[config.mk]
export PLATFORM = sky130hd
export DESIGN_NAME = uart_bus_responder
export DESIGN_NICKNAME = d
export VERILOG_FILES = /design/src/rtl/uart_bus_responder.sv
export SDC_FILE = /design/constraint.sdc
export NUM_CORES = 1
export LEC_CHECK = 0
export BUFFER_PORTS_ARGS = -buffer_cell sky130_fd_sc_hd__buf_2
export CAP_MARGIN = 20
export CORE_UTILIZATION = 40
export CTS_CLUSTER_DIAMETER = 150
export CTS_CLUSTER_SIZE = 14
export DETAILED_ROUTE_END_ITERATION = 10
export HOLD_SLACK_MARGIN = 0.1
export PLACE_DENSITY = 0.62
export SYNTH_ARGS = -nofsm -noshare
export SYNTH_HDL_FRONTEND = slang
export SYNTH_SLANG_ARGS = --single-unit
[constraint.sdc]
create_clock -name CLK -period 2.4 [get_ports CLK]
set_input_delay 0.36 -clock CLK [delete_from_list [all_inputs] [get_ports CLK]]
set_output_delay 0.36 -clock CLK [all_outputs]
set_load 0.01 [all_outputs]
[src/rtl/uart_bus_responder.sv]
// CPU-side UART responder: wrn-strobed transmit holding register feeding a serialiser,
// and a deserialiser feeding an rdn-read receive buffer. Optional feature: UART_LOOPBACK_EN.
module uart_bus_responder #(
  parameter int unsigned CLKS_PER_BIT = 96
) (
  input  logic       CLK,
  input  logic       RST,
`ifdef UART_LOOPBACK_EN
  input  logic       loopback,
`endif
  input  logic       wrn,
  input  logic       rdn,
  input  logic [7:0] data_in,
  output logic [7:0] data_out,
  output logic       data_oe,
  output logic       data_ready,
  output logic       tbre,
  output logic       tsre,
  output logic       txd,
  input  logic       rxd,
  output logic       framing_err,
  output logic       overrun
);

  localparam int unsigned CntW = $clog2(CLKS_PER_BIT);
  localparam logic [CntW-1:0] CntLast = CntW'(CLKS_PER_BIT - 1);
  localparam logic [CntW-1:0] CntHalf = CntW'(CLKS_PER_BIT / 2 - 1);

  typedef enum logic [1:0] {TxIdle, TxStart, TxData, TxStop} tx_state_e;
  typedef enum logic [1:0] {RxIdle, RxStart, RxData, RxStop} rx_state_e;

  // Transmit state
  tx_state_e       tx_state_q, tx_state_d;
  logic [CntW-1:0] tx_cnt_q, tx_cnt_d;
  logic [2:0]      tx_bit_q, tx_bit_d;
  logic [7:0]      tx_shift_q, tx_shift_d;
  logic [7:0]      thr_q, thr_d;
  logic            thr_full_q, thr_full_d;
  logic            txd_q, txd_d;
  logic            tsre_q, tsre_d;
  logic            wrn_q;

  // Receive state
  rx_state_e       rx_state_q, rx_state_d;
  logic [CntW-1:0] rx_cnt_q, rx_cnt_d;
  logic [2:0]      rx_bit_q, rx_bit_d;
  logic [7:0]      rx_shift_q, rx_shift_d;
  logic            rx_hold_q, rx_hold_d;
  logic            rx_meta_q, rx_sync_q, rx_prev_q;
  logic [7:0]      rbr_q, rbr_d;
  logic            data_ready_q, data_ready_d;
  logic            framing_err_q, framing_err_d;
  logic            overrun_q, overrun_d;
  logic            rdn_q;

  logic rx_in;
  logic wr_rise, rd_rise, load_shift, rx_done;

`ifdef UART_LOOPBACK_EN
  assign rx_in = loopback ? txd_q : rx_sync_q;
  assign txd   = loopback ? 1'b1 : txd_q;
`else
  assign rx_in = rx_sync_q;
  assign txd   = txd_q;
`endif

  assign wr_rise     = wrn & ~wrn_q;
  assign rd_rise     = rdn & ~rdn_q;
  assign tbre        = ~thr_full_q;
  assign tsre        = tsre_q;
  assign data_ready  = data_ready_q;
  assign framing_err = framing_err_q;
  assign overrun     = overrun_q;
  assign data_oe     = ~rdn;
  assign data_out    = data_oe ? rbr_q : 8'h00;

  always_comb begin
    tx_state_d = tx_state_q;
    tx_cnt_d   = tx_cnt_q;
    tx_bit_d   = tx_bit_q;
    tx_shift_d = tx_shift_q;
    thr_d      = thr_q;
    thr_full_d = thr_full_q;
    txd_d      = txd_q;
    tsre_d     = tsre_q;
    load_shift = 1'b0;
    unique case (tx_state_q)
      TxIdle: load_shift = thr_full_q;
      TxStart: begin
        if (tx_cnt_q == CntLast) begin
          tx_cnt_d   = '0;
          tx_bit_d   = 3'd0;
          txd_d      = tx_shift_q[0];
          tx_state_d = TxData;
        end else begin
          tx_cnt_d = tx_cnt_q + CntW'(1);
        end
      end
      TxData: begin
        if (tx_cnt_q == CntLast) begin
          tx_cnt_d = '0;
          if (tx_bit_q == 3'd7) begin
            txd_d      = 1'b1;
            tx_state_d = TxStop;
          end else begin
            tx_bit_d   = tx_bit_q + 3'd1;
            tx_shift_d = {1'b0, tx_shift_q[7:1]};
            txd_d      = tx_shift_q[1];
          end
        end else begin
          tx_cnt_d = tx_cnt_q + CntW'(1);
        end
      end
      TxStop: begin
        if (tx_cnt_q == CntLast) begin
          // A pending THR byte starts at once, so consecutive frames have no idle gap.
          if (thr_full_q) begin
            load_shift = 1'b1;
          end else begin
            tx_state_d = TxIdle;
            tsre_d     = 1'b1;
          end
        end else begin
          tx_cnt_d = tx_cnt_q + CntW'(1);
        end
      end
      default: tx_state_d = TxIdle;
    endcase
    if (load_shift) begin
      tx_shift_d = thr_q;
      thr_full_d = 1'b0;
      tsre_d     = 1'b0;
      txd_d      = 1'b0;
      tx_cnt_d   = '0;
      tx_state_d = TxStart;
    end
    if (wr_rise && !thr_full_q) begin
      thr_d      = data_in;
      thr_full_d = 1'b1;
    end
  end

  always_comb begin
    rx_state_d    = rx_state_q;
    rx_cnt_d      = rx_cnt_q;
    rx_bit_d      = rx_bit_q;
    rx_shift_d    = rx_shift_q;
    rx_hold_d     = rx_hold_q;
    rbr_d         = rbr_q;
    data_ready_d  = data_ready_q;
    framing_err_d = 1'b0;
    overrun_d     = 1'b0;
    rx_done       = 1'b0;
    unique case (rx_state_q)
      RxIdle: begin
        if (rx_prev_q && !rx_in) begin
          rx_cnt_d   = '0;
          rx_state_d = RxStart;
        end
      end
      RxStart: begin
        if (rx_cnt_q == CntHalf) begin
          rx_cnt_d   = '0;
          rx_bit_d   = 3'd0;
          rx_state_d = rx_in ? RxIdle : RxData;
        end else begin
          rx_cnt_d = rx_cnt_q + CntW'(1);
        end
      end
      RxData: begin
        if (rx_cnt_q == CntLast) begin
          rx_cnt_d   = '0;
          rx_shift_d = {rx_in, rx_shift_q[7:1]};
          if (rx_bit_q == 3'd7) rx_state_d = RxStop;
          else                  rx_bit_d   = rx_bit_q + 3'd1;
        end else begin
          rx_cnt_d = rx_cnt_q + CntW'(1);
        end
      end
      RxStop: begin
        // After a bad stop bit, park here until the line returns high.
        if (rx_hold_q) begin
          if (rx_in) begin
            rx_hold_d  = 1'b0;
            rx_state_d = RxIdle;
          end
        end else if (rx_cnt_q == CntLast) begin
          rx_cnt_d = '0;
          if (rx_in) begin
            rx_done    = 1'b1;
            rx_state_d = RxIdle;
          end else begin
            framing_err_d = 1'b1;
            rx_hold_d     = 1'b1;
          end
        end else begin
          rx_cnt_d = rx_cnt_q + CntW'(1);
        end
      end
      default: rx_state_d = RxIdle;
    endcase
    // A byte landing on the read edge wins and is not counted as an overrun.
    if (rx_done) begin
      rbr_d        = rx_shift_q;
      data_ready_d = 1'b1;
      overrun_d    = data_ready_q & ~rd_rise;
    end else if (rd_rise) begin
      data_ready_d = 1'b0;
    end
  end

  always_ff @(posedge CLK or negedge RST) begin
    if (!RST) begin
      tx_state_q    <= TxIdle;
      tx_cnt_q      <= '0;
      tx_bit_q      <= 3'd0;
      tx_shift_q    <= 8'h00;
      thr_q         <= 8'h00;
      thr_full_q    <= 1'b0;
      txd_q         <= 1'b1;
      tsre_q        <= 1'b1;
      wrn_q         <= 1'b1;
      rx_state_q    <= RxIdle;
      rx_cnt_q      <= '0;
      rx_bit_q      <= 3'd0;
      rx_shift_q    <= 8'h00;
      rx_hold_q     <= 1'b0;
      rx_meta_q     <= 1'b1;
      rx_sync_q     <= 1'b1;
      rx_prev_q     <= 1'b1;
      rbr_q         <= 8'h00;
      data_ready_q  <= 1'b0;
      framing_err_q <= 1'b0;
      overrun_q     <= 1'b0;
      rdn_q         <= 1'b1;
    end else begin
      tx_state_q    <= tx_state_d;
      tx_cnt_q      <= tx_cnt_d;
      tx_bit_q      <= tx_bit_d;
      tx_shift_q    <= tx_shift_d;
      thr_q         <= thr_d;
      thr_full_q    <= thr_full_d;
      txd_q         <= txd_d;
      tsre_q        <= tsre_d;
      wrn_q         <= wrn;
      rx_state_q    <= rx_state_d;
      rx_cnt_q      <= rx_cnt_d;
      rx_bit_q      <= rx_bit_d;
      rx_shift_q    <= rx_shift_d;
      rx_hold_q     <= rx_hold_d;
      rx_meta_q     <= rxd;
      rx_sync_q     <= rx_meta_q;
      rx_prev_q     <= rx_in;
      rbr_q         <= rbr_d;
      data_ready_q  <= data_ready_d;
      framing_err_q <= framing_err_d;
      overrun_q     <= overrun_d;
      rdn_q         <= rdn;
    end
  end

endmodule

==> results.ini, run 1 <==
[sta]
slew_headroom_pct = 55.6
fin_crit_sh_pct = 86.9
setup_viol = 0
rsz0062_at_grt = no
worst_slew_pin_slew_ps = 664
finClkSkew_ps = 7.20
max_freq_mhz = 480
slew_viol_final = 0
setup_tns_ps = 0
hold_viol_final = 0
min_period_ps = 2090
whs_ps = 129
fin_ws_ps = 315

[place]
place_inst = 422
hpwl_mm = 3.84
gp_congestion = 0.793
dp_slack_ps = 324
io_buffer_count = 27
placed_cell_area_um2 = 3510

[critical_path]
r2r_slack_ps = 310
critPathMaxFanout = 8
crit_path_start_kind = register
worst_r2r_startpoint = rx_cnt_q[0]$_DFFE_PN0P_
required_ps = 2620
reg2reg_to = rx_shift_q[4]$_DFFE_PN0P_
path_class = reg -> reg
cp.arrival_ps = 2310
end_kind = register
r2r.worst_path.cells = 5

[drt]
wirelength_mm = 5.70
detail_route.wl_per_cell_um = 12.9
drt_first_pass_iters = 4
ant_nets = 0
drtIter0Drc = 130
vias = 2239
vias_per_cell = 5.09
drc = 0

[logic_synthesis]
yosysTopAreaCellShare_pct = 47.1
synth_cell_types = 46
synth_top_area_cell = dfrtp_1
synth.avg_cell_area_um2 = 11.0
synthFlopType = dfrtp_1
ys_warn_count = 0
synth_edf_count = 0
synthesis.area_um2 = 3240
synthArstFlopShare_pct = 100
synth-seq-area-share_pct = 52.8
synth_nets = 317
synthCells = 294
synth_area_leaders = dfrtp_1, mux2_2, dfstp_2, ha_1, nor2_1
synth-seq-cells = 68

[grt]
grt_max_degree = 69
grt-ovfl-total = 0
grt_use_total_pct = 14.6
grt_pass1_vias = 2180
antenna_found_initial = 0
grt_pass1_wl_mm = 9.96

[clock_tree]
cts_root_buffer = clkbuf_8
numCtsBuffers = 9
htreeDepth = 3
cts_tree = built
path_clk_slew_ps = 80
clockBufferDepth = 2
cts.sinks = 68
clk_latency_ps = 340
cts_resized = 0

[flow_run]
drv_cap = 0

[pwr]
leakagePower_nw = 1.76
irDropWorstVdd_mv = 0.311
p_total_mw = 2.65
power_density_nw_per_um2 = 705

[cells_and_area]
design_area_um2 = 3760
finalCoreUtilization_pct = 48.4
layout_commonest_cell = dfrtp_1
drive_above_1_share_pct = 26.9
final_cell_mix = dfrtp_1, nor2_1, buf_2
areaGrowthSynthToFinish_pct = 15.9
n_antenna_cell = 0
layout.nets = 356
fin_cells = 440

[die]
die_height_um = 92.0
placementRows = 32
initial_utilization_pct = 41.7
die_width_um = 92.0
ios = 28
dieArea_um2 = 8470
core_area_um2 = 7770

[worst_hold_path]
hold_path_end = wrn_q$_DFF_PN1_
min_from = wrn
hold_path.class = in -> reg
whs_path_depth = 1

[run_status]
status = complete, no violations

worst max-delay path: stages, from the launching register on:
cell	delay, ps
dfrtp_1	380
ha_1	220
nand3_2	130
or3_1	470
nor2_2	380
mux2_2	380
logic make-up after synthesis:
family | share of synthesized area (%)
simple gates | 15.1
fa+ha+maj | 3.86
compound gates | 12.7
mux | 12.1
buf+inv | 3.01
flops | 52.8
xor+xnor | 0.540
power by group:
group	internal, mW	total [mW]	switching [mW]	leakage (nW)
logic	0.131	0.262	0.131	0.786
clock network	0.590	1.05	0.456	0.110
registers	1.24	1.34	0.101	0.864
total	1.96	2.65	0.688	1.76
registers in the layout, indices dropped and copies added, names as in the netlist, 2 cells and up, named ones only:
signal,count
tx_shift_q,8
tx_bit_q,3
tx_cnt_q,7
rx_shift_q,8
rx_bit_q,3
rbr_q,8
tx_state_q,2
thr_q,8
rx_cnt_q,7
worst max-delay path by stage:
| stage | from | to | cells after the start |
|---|---|---|---|
| finish | rx_cnt_q[0]$_DFFE_PN0P_ | rx_shift_q[4]$_DFFE_PN0P_ | 5 |
| global route | rx_cnt_q[0]$_DFFE_PN0P_ | rx_cnt_q[5]$_DFFE_PN0P_ | 6 |
| CTS | rx_cnt_q[0]$_DFFE_PN0P_ | rx_shift_q[5]$_DFFE_PN0P_ | 5 |
| detailed placement | rx_cnt_q[0]$_DFFE_PN0P_ | rx_shift_q[1]$_DFFE_PN0P_ | 5 |
| global placement | rx_cnt_q[0]$_DFFE_PN0P_ | rx_cnt_q[5]$_DFFE_PN0P_ | 6 |
| floorplan | rx_cnt_q[0]$_DFFE_PN0P_ | rx_cnt_q[5]$_DFFE_PN0P_ | 7 |
cells in the mapped netlist (2+ instances only):
cell type and number:
and3_1 3, nand4_1 4, inv_1 9, a21oi_1 18
nor2b_1 12, and2_1 2, o2111ai_1 2, mux2i_1 10
a21o_1 3, nand3b_1 2, nor2_1 29, mux2_2 26
dfrtp_1 61, a22o_1 6, nand2_1 22, o211ai_1 3
nand3_1 5, buf_6 3, xor2_1 2, nor3_1 4
o21ai_0 14, nand2b_1 5, a31oi_1 5, ha_1 10
a211oi_1 3, buf_2 3, or3_1 3, dfstp_2 7
metal layers:
metal	wire length [um]	share of wire (%)	global-route usage, %	vias up
li1	-	-	-	1129
met1	2990	53	19.6	1074
met2	2460	43	23.3	31
met3	171	3.0	3.23	5
met4	72	1.3	5.08	0
met5	0	0	0	-
cell type report:
class                           instances  area [um^2]
Fill cell                             742         4010
Sequential cell                        68         1710
Multi-Input combinational cell        208         1430
Timing Repair Buffer                   37          228
Tap cell                              102          128
Clock buffer                            9          124
Clock inverter                          7         98.8
Inverter                                9         33.8
what timing repair did:
action	4_1_cts	5_1_grt
setup endpoints to repair	0	0
hold buffers	1	1
buffers inserted	0	0
hold endpoints to repair	61	1
(Power assumes the default switching activity.)
==> run 2: changes to the inputs <==
PLACE_DENSITY = not set   (was 0.62)
==> results.ini, run 2 (synthesized netlist as in run 1, its figures left out) <==
[grt]
grt_use_total_pct = 15.3  ; was 14.6%
met2_usage_pct = 21.2  ; was 23.3%
antenna_found_initial = 0  ; unchanged
met3_usage_pct = 4.23  ; was 3.23%
grt_pass1_vias = 2106  ; was 2180
grt_pass1_wl_mm = 10.1  ; was 9.96 mm
grt_max_degree = 69  ; unchanged
use_met1_pct = 22.0  ; was 19.6%
grt-ovfl-total = 0  ; unchanged
busiest_layer = met1  ; was met2

[pwr]
leakagePower_nw = 1.73  ; was 1.76 nW
irDropWorstVdd_mv = 0.385  ; was 0.311 mV
p_seq_share_pct = 52.3  ; was 50.6%
p_switching_uw = 682  ; was 688 uW
internal_power_mw = 1.88  ; was 1.96 mW
comb_power_share_pct = 10.3  ; was 9.9%
power_density_nw_per_um2 = 690  ; was 705 nW/um^2
switching_share_pct = 26.6  ; was 26.0%
p_clk_share_pct = 37.4  ; was 39.5%

[critical_path]
crit_path_start_kind = register  ; unchanged
end_kind = register  ; unchanged
critPathMaxFanout = 8  ; unchanged
cp.arrival_ps = 2320  ; was 2310 ps
required_ps = 2630  ; was 2620 ps
path_class = reg -> reg  ; unchanged

[drt]
drc = 0  ; unchanged
detail_route.wl_per_cell_um = 13.1  ; was 12.9 um
vias_per_cell = 5.19  ; was 5.09
drt_first_pass_iters = 4  ; unchanged
ant_nets = 0  ; unchanged
drtIter0Drc = 112  ; was 130
wirelength_mm = 5.71  ; was 5.70 mm
vias = 2261  ; was 2239

[clock_tree]
path_clk_slew_ps = 80  ; about the same
post_cts_buffers = 0  ; unchanged
clk_latency_ps = 340  ; about the same
cts_tree = built  ; unchanged
cts.sinks = 68  ; unchanged
htreeDepth = 3  ; unchanged
clockBufferDepth = 2  ; unchanged
cts_root_buffer = clkbuf_8  ; unchanged
numCtsBuffers = 9  ; unchanged
cts_resized = 0  ; unchanged

[sta]
setup_viol = 0  ; unchanged
slew_viol_final = 0  ; unchanged
slew_headroom_pct = 52.4  ; was 55.6%
max_freq_mhz = 478  ; was 480 MHz
min_period_ps = 2090  ; about the same
hold_viol_final = 0  ; unchanged
whs_ps = 120  ; was 129 ps
rsz0062_at_grt = no  ; unchanged
finClkSkew_ps = 7.51  ; was 7.20 ps
worst_slew_pin_slew_ps = 712  ; was 664 ps
setup_tns_ps = 0  ; unchanged
fin_crit_sh_pct = 87.2  ; was 86.9%

[die]
core_area_um2 = 7770  ; unchanged
dieArea_um2 = 8470  ; unchanged
placementRows = 32  ; unchanged
die_width_um = 92.0  ; unchanged
die_height_um = 92.0  ; unchanged
ios = 28  ; unchanged
initial_utilization_pct = 41.7  ; unchanged

[cells_and_area]
multi_input_area_um2 = 1430  ; unchanged
n_antenna_cell = 0  ; unchanged
layout.nets = 352  ; was 356
final.fill_count = 755  ; was 742
final_cell_mix = dfrtp_1, nor2_1, buf_2  ; unchanged
finalCoreUtilization_pct = 47.9  ; was 48.4%
layout_commonest_cell = dfrtp_1  ; unchanged
seqCellArea_um2 = 1710  ; unchanged
drive_above_1_share_pct = 25.7  ; was 26.9%
areaGrowthSynthToFinish_pct = 14.7  ; was 15.9%
fin_cells = 436  ; was 440

[run_status]
status = complete, no violations  ; unchanged

[place]
gp_congestion = 0.845  ; was 0.793
hpwl_mm = 3.78  ; was 3.84 mm
io_buffer_count = 27  ; unchanged
place_inst = 418  ; was 422

[worst_hold_path]
hold_path.class = in -> reg  ; unchanged

[flow_run]
drv_cap = 0  ; unchanged

[run 2: changes by cell type in the layout (fill, tap and decap cells not counted), sizes merged]
cell      before  now
clkinvlp       1    0
buf           35   31
inv           10    9
clkbuf         9   11
clkinv         3    4
bufinv         2    1
[run 2: repair_timing]
item	in CTS	in global routing
endpoints found under the setup margin	0	0
hold buffers	2	0
hold endpoints to repair	62	0
[run 2: worst paths after layout]
kind,start,to,slack [ps],cells after the start
worst max-delay path,rx_cnt_q[0]$_DFFE_PN0P_,rx_shift_q[3]$_DFFE_PN0P_,310,5
max in group asynchronous,RST,rx_prev_q$_DFF_PN1_,1480,3
worst max register to register,rx_cnt_q[0]$_DFFE_PN0P_,rx_shift_q[3]$_DFFE_PN0P_,310,5
worst min-delay path,wrn,wrn_q$_DFF_PN1_,120,1
worst min register to register,rx_meta_q$_DFF_PN1_,rx_in$_DFF_PN1_,360,0
min in group asynchronous,RST,tx_state_q[1]$_DFFE_PN0P_,530,3
[run 2: worst max-delay path, stage by stage (launching register included)]
cell and delay [ps]:
dfrtp_1 390, ha_1 230, nand3_2 130, or3_1 470, nor2_2 380, mux2_2 380
[run 2: cell type report]
| class | count | share of cell area [%] |
|---|---|---|
| clock inverters | 5 | 1.65 |
| clock buffers | 11 | 3.80 |
| multi-input cells | 208 | 38.6 |
| flip-flops and latches | 68 | 46.0 |
| inverters | 9 | 0.908 |
| well taps | 102 | 3.43 |
| repair buffers | 33 | 5.65 |
[run 2: power groups by stage]
stage | logic [mW] | clock network, mW | registers (mW)
detailed placement | 0.266 | 0 | 1.36
global route | 0.308 | 1.05 | 1.36
finish | 0.263 | 0.960 | 1.34
CTS | 0.269 | 0.996 | 1.34
floorplan | 0.216 | 0 | 1.32
global placement | 0.257 | 0 | 1.36
[run 2: stage by stage]
| stage | total power, mW | instance area, um^2 | setup WS [ps] |
|---|---|---|---|
| 2_1_floorplan | 1.54 | 3240 | 421 |
| 3_3_place_gp | 1.62 | 3500 | 355 |
| 3_5_place_dp | 1.63 | 3500 | 318 |
| 4_1_cts | 2.60 | 3720 | 305 |
| 5_1_grt | 2.72 | 3720 | 179 |
| 6_report | 2.56 | 3720 | 307 |
[run 2: metal layers]
| layer | vias to the layer above | wire length, um |
|---|---|---|
| met5 | - | 0 |
| met4 | 0 | 96 |
| met3 | 9 | 193 |
| met2 | 37 | 2410 |
| met1 | 1088 | 3000 |
| li1 | 1127 | - |
